`config.mk`:
```
export PLATFORM = sky130hd
export DESIGN_NAME = apr_fm_parity
export DESIGN_NICKNAME = d
export VERILOG_FILES = /design/src/rtl/apr_fm_parity.sv
export SDC_FILE = /design/constraint.sdc
export NUM_CORES = 1
export LEC_CHECK = 0
export BUFFER_PORTS_ARGS = -buffer_cell sky130_fd_sc_hd__buf_2
export CAP_MARGIN = 20
export CELL_PAD_IN_SITES_DETAIL_PLACEMENT = 1
export CELL_PAD_IN_SITES_GLOBAL_PLACEMENT = 1
export CORE_MARGIN = 2
export CORE_UTILIZATION = 50
export CTS_BUF_LIST = sky130_fd_sc_hd__clkbuf_2
export DETAILED_ROUTE_END_ITERATION = 8
export GPL_ROUTABILITY_DRIVEN = 1
export PLACE_DENSITY_LB_ADDON = 0.1
export SLEW_MARGIN = 20
export SYNTH_ARGS = -nofsm -noshare
export SYNTH_HDL_FRONTEND = slang
export SYNTH_SLANG_ARGS = --single-unit
```
`constraint.sdc`:
```
create_clock -name clk_fm_h -period 3.5 [get_ports clk_fm_h]
set_input_delay 0.35 -clock clk_fm_h [delete_from_list [all_inputs] [get_ports clk_fm_h]]
set_output_delay 0.35 -clock clk_fm_h [all_outputs]
set_load 0.03 [all_outputs]
```
`src/rtl/apr_fm_parity.sv`:
```
// ----------------------------------------------------------------------------
// apr_fm_parity
//
// Fast-memory (AC block) parity store/check stage. Sits directly downstream of
// the EDP slice FM parity outputs.
//
// On an FM write, the parity of each written halfword is stored in a
// FM_WORDS x 2 shadow array, and the half is marked valid. The array is
// indexed by {block, AC address}. On a checked FM read, the halfword parities
// are registered for one cycle. On the following edge they are compared
// against the shadow array. The first failing address and half are latched
// for the APR, and a saturating counter tracks the total number of errors.
//
// Ports
//   clk_fm_h               in   FM/APR clock, all state on rising edge
//   mr_reset_l             in   async active-low reset
//   edp_fm_parity_h[5:0]   in   slice parities; [2:0] left half, [5:3] right half
//   apr_fm_block_h[2:0]    in   FM block select
//   apr_fm_adr_h[3:0]      in   AC address within the block
//   con_fm_write_00to17_l  in   left-half FM write, active low
//   con_fm_write_18to35_l  in   right-half FM write, active low
//   con_fm_par_chk_en_h    in   current cycle is an FM read to be checked
//   diag_fm_par_force_h    in   invert the parity stored this cycle (fault injection)
//   apr_fm_par_clr_h       in   clear error latch, capture registers and counter
//   apr_fm_par_err_h       out  sticky parity error
//   apr_fm_par_err_adr_h   out  {block, adr} of the first error since clear
//   apr_fm_par_err_half_h  out  [1]=left, [0]=right failed at the first error
//   apr_fm_par_err_cnt_h   out  errors since clear, saturating
// ----------------------------------------------------------------------------
module apr_fm_parity #(
    parameter int FM_WORDS     = 128,
    parameter int ERR_CNT_BITS = 4
) (
    input  logic                        clk_fm_h,
    input  logic                        mr_reset_l,
    input  logic [5:0]                  edp_fm_parity_h,
    input  logic [2:0]                  apr_fm_block_h,
    input  logic [3:0]                  apr_fm_adr_h,
    input  logic                        con_fm_write_00to17_l,
    input  logic                        con_fm_write_18to35_l,
    input  logic                        con_fm_par_chk_en_h,
    input  logic                        diag_fm_par_force_h,
    input  logic                        apr_fm_par_clr_h,
    output logic                        apr_fm_par_err_h,
    output logic [$clog2(FM_WORDS)-1:0] apr_fm_par_err_adr_h,
    output logic [1:0]                  apr_fm_par_err_half_h,
    output logic [ERR_CNT_BITS-1:0]     apr_fm_par_err_cnt_h
);

    localparam int ADR_BITS = $clog2(FM_WORDS);
    localparam logic [ERR_CNT_BITS-1:0] CNT_ONE = ERR_CNT_BITS'(1);
    localparam logic [ERR_CNT_BITS-1:0] CNT_MAX = '1;

    // ------------------------------------------------------------------
    // Address and halfword parity of the current cycle
    // ------------------------------------------------------------------
    logic [ADR_BITS-1:0] fm_adr;
    logic                par_left;
    logic                par_right;
    logic                wr_left;
    logic                wr_right;
    logic                chk_start;

    assign fm_adr    = {apr_fm_block_h, apr_fm_adr_h};
    assign par_left  = ^edp_fm_parity_h[2:0];
    assign par_right = ^edp_fm_parity_h[5:3];
    assign wr_left   = ~con_fm_write_00to17_l;
    assign wr_right  = ~con_fm_write_18to35_l;

    // A write in the read cycle means the data is not a clean FM read, so the
    // check is dropped for that cycle.
    assign chk_start = con_fm_par_chk_en_h & ~wr_left & ~wr_right;

    // ------------------------------------------------------------------
    // Shadow parity array. The parity bits do not need a reset; they only
    // matter once the matching valid bit has been set by a write.
    // ------------------------------------------------------------------
    logic [FM_WORDS-1:0] par_l_mem;
    logic [FM_WORDS-1:0] par_r_mem;
    logic [FM_WORDS-1:0] vld_l_mem;
    logic [FM_WORDS-1:0] vld_r_mem;

    always_ff @(posedge clk_fm_h) begin
        if (wr_left) begin
            par_l_mem[fm_adr] <= par_left ^ diag_fm_par_force_h;
        end
        if (wr_right) begin
            par_r_mem[fm_adr] <= par_right ^ diag_fm_par_force_h;
        end
    end

    always_ff @(posedge clk_fm_h or negedge mr_reset_l) begin
        if (!mr_reset_l) begin
            vld_l_mem <= '0;
            vld_r_mem <= '0;
        end else begin
            if (wr_left) begin
                vld_l_mem[fm_adr] <= 1'b1;
            end
            if (wr_right) begin
                vld_r_mem[fm_adr] <= 1'b1;
            end
        end
    end

    // ------------------------------------------------------------------
    // Check stage 1: capture the read address and recomputed parity
    // ------------------------------------------------------------------
    logic                pipe_vld;
    logic [ADR_BITS-1:0] pipe_adr;
    logic                pipe_par_l;
    logic                pipe_par_r;

    always_ff @(posedge clk_fm_h or negedge mr_reset_l) begin
        if (!mr_reset_l) begin
            pipe_vld   <= 1'b0;
            pipe_adr   <= '0;
            pipe_par_l <= 1'b0;
            pipe_par_r <= 1'b0;
        end else begin
            pipe_vld <= chk_start;
            if (chk_start) begin
                pipe_adr   <= fm_adr;
                pipe_par_l <= par_left;
                pipe_par_r <= par_right;
            end
        end
    end

    // ------------------------------------------------------------------
    // Check stage 2: compare against the shadow array. The array is read
    // after the previous edge's write has landed, so a write to the same
    // word in the cycle after a read is not seen by that read's check.
    // ------------------------------------------------------------------
    logic [1:0] miss;

    always_comb begin
        miss = 2'b00;
        if (pipe_vld) begin
            miss[1] = vld_l_mem[pipe_adr] & (pipe_par_l != par_l_mem[pipe_adr]);
            miss[0] = vld_r_mem[pipe_adr] & (pipe_par_r != par_r_mem[pipe_adr]);
        end
    end

    // ------------------------------------------------------------------
    // Error latch, first-error capture and saturating counter.
    // When a clear and a new miss land on the same edge, the miss wins: the
    // latch is treated as freshly cleared, so the miss is captured and the
    // count restarts at one.
    // ------------------------------------------------------------------
    logic                    err_q;
    logic [ADR_BITS-1:0]     err_adr_q;
    logic [1:0]              err_half_q;
    logic [ERR_CNT_BITS-1:0] err_cnt_q;
    logic                    any_miss;

    assign any_miss = |miss;

    always_ff @(posedge clk_fm_h or negedge mr_reset_l) begin
        if (!mr_reset_l) begin
            err_q      <= 1'b0;
            err_adr_q  <= '0;
            err_half_q <= 2'b00;
            err_cnt_q  <= '0;
        end else if (apr_fm_par_clr_h) begin
            err_q      <= any_miss;
            err_adr_q  <= any_miss ? pipe_adr : '0;
            err_half_q <= miss;
            err_cnt_q  <= any_miss ? CNT_ONE : '0;
        end else if (any_miss) begin
            err_q <= 1'b1;
            if (!err_q) begin
                err_adr_q  <= pipe_adr;
                err_half_q <= miss;
            end
            if (err_cnt_q != CNT_MAX) begin
                err_cnt_q <= err_cnt_q + CNT_ONE;
            end
        end
    end

    assign apr_fm_par_err_h      = err_q;
    assign apr_fm_par_err_adr_h  = err_adr_q;
    assign apr_fm_par_err_half_h = err_half_q;
    assign apr_fm_par_err_cnt_h  = err_cnt_q;

endmodule

```
# == Word-level counts from Yosys, hierarchy flattened ==
# Index checks and enable logic that the tools add are counted.
# W data, S select, Z words.
# op_classes
magnitude_cmp,3
addsub,1
n_reduce_logical,8
muxes,26
eq_ne,4
n_bitwise,8
# ops
operator,n
$bwmux W128,2
$or A128 B128 Y128,2
$bmux W1 S7,4
$mux W7,4
$lt A7 B8 Y1 const B,2
$mux W4,3
$mux W1,8
$mux W2,4
$demux W1 S7,1
$ge A7 B1 Y1 const B,1
$reduce_xor A3 Y1,2
$add A4 B1 Y4 const B,1
$and A1 B1 Y1,4
$ne A4 B4 Y1 const B,1
$reduce_and A2 Y1,2
$reduce_bool A2 Y1,2
$ne A1 B1 Y1,2
$ne A2 B2 Y1 const B,1
$reduce_or A2 Y1,1
$xor A1 B1 Y1,2
$logic_and A1 B1 Y1,1
# word_totals
output_inout_bits,14
reg_bits,536
in_bits,20
wordCells,62

# == Longest topological paths before layout ==
# logic_depth
word_depth,8
mapped_depth,14

# == Worst setup path after synthesis ==
# No wires, ideal clock.
# synth_path
path_type,input port to flip-flop
from,input edp_fm_parity_h[3]
to,"register par_r_mem[0], data pin"
setup_slack_ps,-1748
t_arrival_ps,4316
path_stages,3
setup_ps,932
n_path_buf,0
path_cell_list,xor2_1 -> xnor2_1 -> xnor2_1
# synth_between
elab_chain_cells,3
# synth_lines
element,line_no,source
from (decl),36,"input logic [5:0] edp_fm_parity_h,"
$reduce_xor A3 Y1,66,assign par_right = ^edp_fm_parity_h[5:3];
$xor A1 B1 Y1,88,par_r_mem[fm_adr] <= par_right ^ diag_fm_par_force_h;
$bwmux W128,88,
"to (signal, indexed assignment)",88,
to (decl),79,logic [FM_WORDS-1:0] par_r_mem;
# No other way between the ends.
# A chain may end at the register's enable or synchronous reset.

# == Worst setup path in the final report ==
# layout_path
from,register pipe_adr[0]
to,register err_adr_q[1] (netlist: apr_fm_par_err_adr_h[1])
# layout_between
elab_chain_cells,8
# layout_lines
element,line_no,source
from (decl),110,logic [ADR_BITS-1:0] pipe_adr;
from (signal assigned),123,pipe_adr <= fm_adr;
$bmux W1 S7 (on tied branches),"141, 140",
$mux W1 (on tied branches),"141, 140",
$ne A1 B1 Y1 (on tied branches),"141, 140",
$and A1 B1 Y1 (on tied branches),"141, 140",
$mux W2 (*),139,if (pipe_vld) begin
$reduce_or A2 Y1 (*),157,assign any_miss = |miss;
$mux W7 / $reduce_bool A2 Y1 (equally long branches),-,
$mux W7 / $reduce_and A2 Y1 (equally long branches),-,
to (signal assigned),167,err_adr_q <= any_miss ? pipe_adr : '0;
to (signal assigned),173,err_adr_q <= pipe_adr;
to (decl),152,logic [ADR_BITS-1:0] err_adr_q;
# Every way passes the cells marked *; elsewhere a longest branch is shown, timed or not. The select of a mux whose other input is x is not followed.

==> key figures <==
Power and ir drop
  • Comb pwr share: about a fifth
  • Maximum VDD drop: 0.298 mV
  • Register share of total power: 49.9%
  • Clock power frac: 29.7%
  • P_int: 0.0104 W
  • Switching share of power: between 30% and 40%
  • Leakage Power: 11.1 nW
  • Power per Cell Area: between 500 and 600 mW/mm^2
  • Switching power: about 0.0046 W

Synth
  • Sequential share of the synthesized area: between 60% and 70%
  • Synth area leaders: edfxtp_1 (34%), dfrtp_1 (31%), mux4_2 (8.4%)
  • Post-synthesis cell type count: 63
  • Post-Syn Area: around 0.023 mm^2
  • Top-count cell post-synth: dfrtp_1
  • Net Count, Synth: around 1600
  • Leading area contributor after synthesis: edfxtp_1
  • YS warnings: 0
  • Synthesized instance count: about 1600
  • #FFs+latches synth: roughly 540
  • Async SR Flop Fraction: 52.2%
  • Share of the synthesized area in the top cell type: ~34%
  • Post-synth top cells: dfrtp_1 (280), nor2_1 (271), or2_2 (260)
  • Top_reg_cell synth: dfrtp_1
  • EDFF count, synth: around 260
  • Syn Area/Cell: ~14 um^2

Route
  • Vias: ~15000
  • Antenna Violating Nets Remaining: 0
  • DR vias/cell: between 5 and 6
  • DRC: 0
  • Drt total wl: between 60 and 70 mm
  • First-pass iteration count of the detailed router: 5
  • DRT iter0 DRCs: 1083
  • Wire length per cell: ~26 um

Timing
  • Clock Skews: 0.0667 ns
  • Endpoints failing hold: 0
  • Relative slew slack: a little under a quarter
  • Post-layout minimum cycle time: ~3.4 ns
  • Setup_tns: 0 ns
  • Final slew viol count: 0
  • Worst Tran Pin Value: ~1.2 ns
  • Fmax: ~0.30 GHz
  • Crit share post-route: 96.2%
  • RSZ-0062 raised after global routing: no
  • # setup viols final: 0

Clocking
  • H-tree depth: 4
  • Clock Latency Late Sink: roughly 1.3 ns
  • Clock slew at reported path FFs: roughly 0.10 ns
  • CTS Buffer Depth: 3
  • CTS tree: built
  • TritonCTS buffer count: 145
  • Root Buffer: clkbuf_2
  • CTS Sinks: between 500 and 600

Layout
  • Nets: 1829
  • Multi-input combinational cell area: approximately 0.0075 mm^2
  • Fillers: about 4400
  • Area grow syn2layout: 13.4%
  • Ratio of cells with drive above 1 in the final layout: 37.7%
  • Sequential cell area: between 0.01 and 0.015 mm^2
  • Post-Layout Cell Count: 2521

Run
  • Max-Cap Viols: 0

Floorplanning
  • Die Wd: 217 um
  • Core box area: approximately 0.044 mm^2
  • Chip Height: roughly 220 um
  • Num rows: 77
  • IO Count: 34
  • Initial Utilization: between 50 and 60%
  • Die area: between 0.04 and 0.05 mm^2

Placed design
  • PortBufs: 33
  • Placed cells: 2208
  • HPWL after detailed placement: between 40 and 50 mm
  • Gpl congestion: between 0.8 and 0.9

Worst setup path
  • CP Launch Type: flip-flop
  • Crit. End Element: flip-flop
  • Crit path DAT: 4.56 ns
  • CP Max Fanout: 20
  • WP data required: 4.69 ns
  • CP Class: reg2reg

Run status
  • Status: finished clean

GRT
  • GRT Resource Usage Total: a little under 30%
  • Global-route wire length before repair: between 90 and 100 mm
  • Largest net degree at the start of global routing: between 80 and 90
  • Total global routing overflow: 0
  • Vias in the first global route: between 15000 and 20000
  • Initial antenna violation count: 3

Worst hold path
  • Hold Crit Class: in2async
## per-layer routing
layer  track usage [%]  routed length, um
met5                 0                  0
met4              12.5               2070
met3              7.04               4060
met2              45.6              31400
met1              38.6              27600
## final cells by class
| cell class | count | area share [%] |
|---|---|---|
| Inverter | 6 | 0.0878 |
| Clock buffer | 238 | 4.64 |
| Sequential cell | 536 | 57.3 |
| Clock inverter | 25 | 0.366 |
| Antenna cell | 5 | 0.0488 |
| Tap cell | 592 | 2.89 |
| Multi-Input combinational cell | 975 | 29.3 |
| Timing Repair Buffer | 144 | 5.35 |
## worst max-delay path, cell delays in order (launching register included)
cell      delay, ns
dfrtp_4        0.43
buf_12         0.14
buf_12         0.19
mux4_1         0.61
mux2i_2        0.25
mux4_2         0.32
o211ai_1       0.12
or3_1          0.34
o2111a_2       0.23
a21oi_2        0.14
a21oi_1        0.06
buf_4          0.16
a22o_1         0.24
## kinds of logic (layout without fill, tap and decap cells)
family	after synthesis	in the layout	synth area share (%)
AO/OA/AOI/OAI	115	115	3.99
adder cells (fa/ha/maj)	1	1	0.0553
multiplexers	184	184	13.7
buffers and inverters	94	413	2.13
XOR/XNOR	7	7	0.271
AND/OR/NAND/NOR	668	668	14.9
other	0	5	0
flip-flops	536	536	64.9
## flip-flops by register name (all words and copies together), names as in the netlist
| name | flops |
|---|---|
| apr_fm_par_err_adr_h | 7 |
| apr_fm_par_err_cnt_h | 4 |
| apr_fm_par_err_h | 1 |
| apr_fm_par_err_half_h | 2 |
| par_l_mem | 128 |
| par_r_mem | 128 |
| pipe_adr | 7 |
| pipe_par_l | 1 |
| pipe_par_r | 1 |
| pipe_vld | 1 |
| vld_l_mem | 128 |
| vld_r_mem | 128 |
## power by group through the flow
| stage | clock [W] | sequential (W) | combinational, W |
|---|---|---|---|
| floorplan | 0 | 0.00752 | 0.00190 |
| global placement | 0 | 0.00762 | 0.00285 |
| detailed placement | 0 | 0.00763 | 0.00292 |
| CTS | 0.00457 | 0.00750 | 0.00299 |
| global route | 0.00491 | 0.00754 | 0.00327 |
| finish | 0.00447 | 0.00749 | 0.00305 |
## cell usage in the layout (no fill, tap or decap), types with 6 or more instances in the layout
| cell | instances |
|---|---|
| clkinv_1 | 21 |
| a21oi_1 | 11 |
| nor2_1 | 271 |
| dfrtp_1 | 276 |
| nor2b_1 | 17 |
| dlygate4sd3_1 | 37 |
| nand2_1 | 54 |
| a22o_1 | 8 |
| buf_2 | 32 |
| buf_12 | 17 |
| nor3b_1 | 6 |
| or2_2 | 260 |
| buf_4 | 51 |
| o21ai_0 | 8 |
| edfxtp_1 | 256 |
| and3b_1 | 6 |
| o22ai_1 | 7 |
| mux4_2 | 84 |
| a22oi_1 | 25 |
| mux2_2 | 11 |
| o2111ai_1 | 8 |
| mux2i_1 | 76 |
| a211oi_1 | 6 |
| clkbuf_2 | 238 |
| mux4_1 | 12 |
| and2_1 | 8 |
| nand3_1 | 22 |
## path summary, 6_finish.rpt
check / cells after the start / slack, ns / to / from
min: 4 / 0.24 / vld_l_mem[109]$_DFFE_PN0N_ / mr_reset_l
max reg2reg: 12 / 0.13 / apr_fm_par_err_adr_h[1]$_DFFE_PN0P_ / pipe_adr[0]$_DFFE_PN0P_
max in group asynchronous: 4 / 2.78 / vld_r_mem[22]$_DFFE_PN0N_ / mr_reset_l
min in group clk_fm_h: 3 / 0.25 / par_r_mem[98]$_DFFE_PP_ / diag_fm_par_force_h
min reg2reg: 1 / 0.47 / vld_l_mem[45]$_DFFE_PN0N_ / vld_l_mem[45]$_DFFE_PN0N_
max: 12 / 0.13 / apr_fm_par_err_adr_h[1]$_DFFE_PN0P_ / pipe_adr[0]$_DFFE_PN0P_
## through the flow
| stage | hold WS [ns] | total power [W] | setup WS (ns) | util (%) | cell area, um^2 |
|---|---|---|---|---|---|
| 4_1_cts | 0.0856 | 0.0151 | 0.00195 | 57.5 | 25500 |
| 3_5_place_dp | 0.433 | 0.0106 | 0.0126 | 53.7 | 23900 |
| 5_1_grt | 0.199 | 0.0157 | 0.00629 | 57.7 | 25600 |
| 2_1_floorplan | 0.0544 | 0.00943 | 0.127 | - | 22600 |
| 6_report | 0.238 | 0.0150 | 0.134 | 57.8 | 25700 |
| 3_3_place_gp | 0.437 | 0.0105 | 0.0919 | 53.7 | 23800 |
## what timing repair did
action                                 CTS  global route
endpoints found under the hold margin  934             0
setup endpoints to repair                6            12
hold buffers                            38             0
buffers inserted                         1             6
pin swaps                                0             2
gates resized for setup                  0             9
Note: power is estimated with default switching activity, not from simulation.
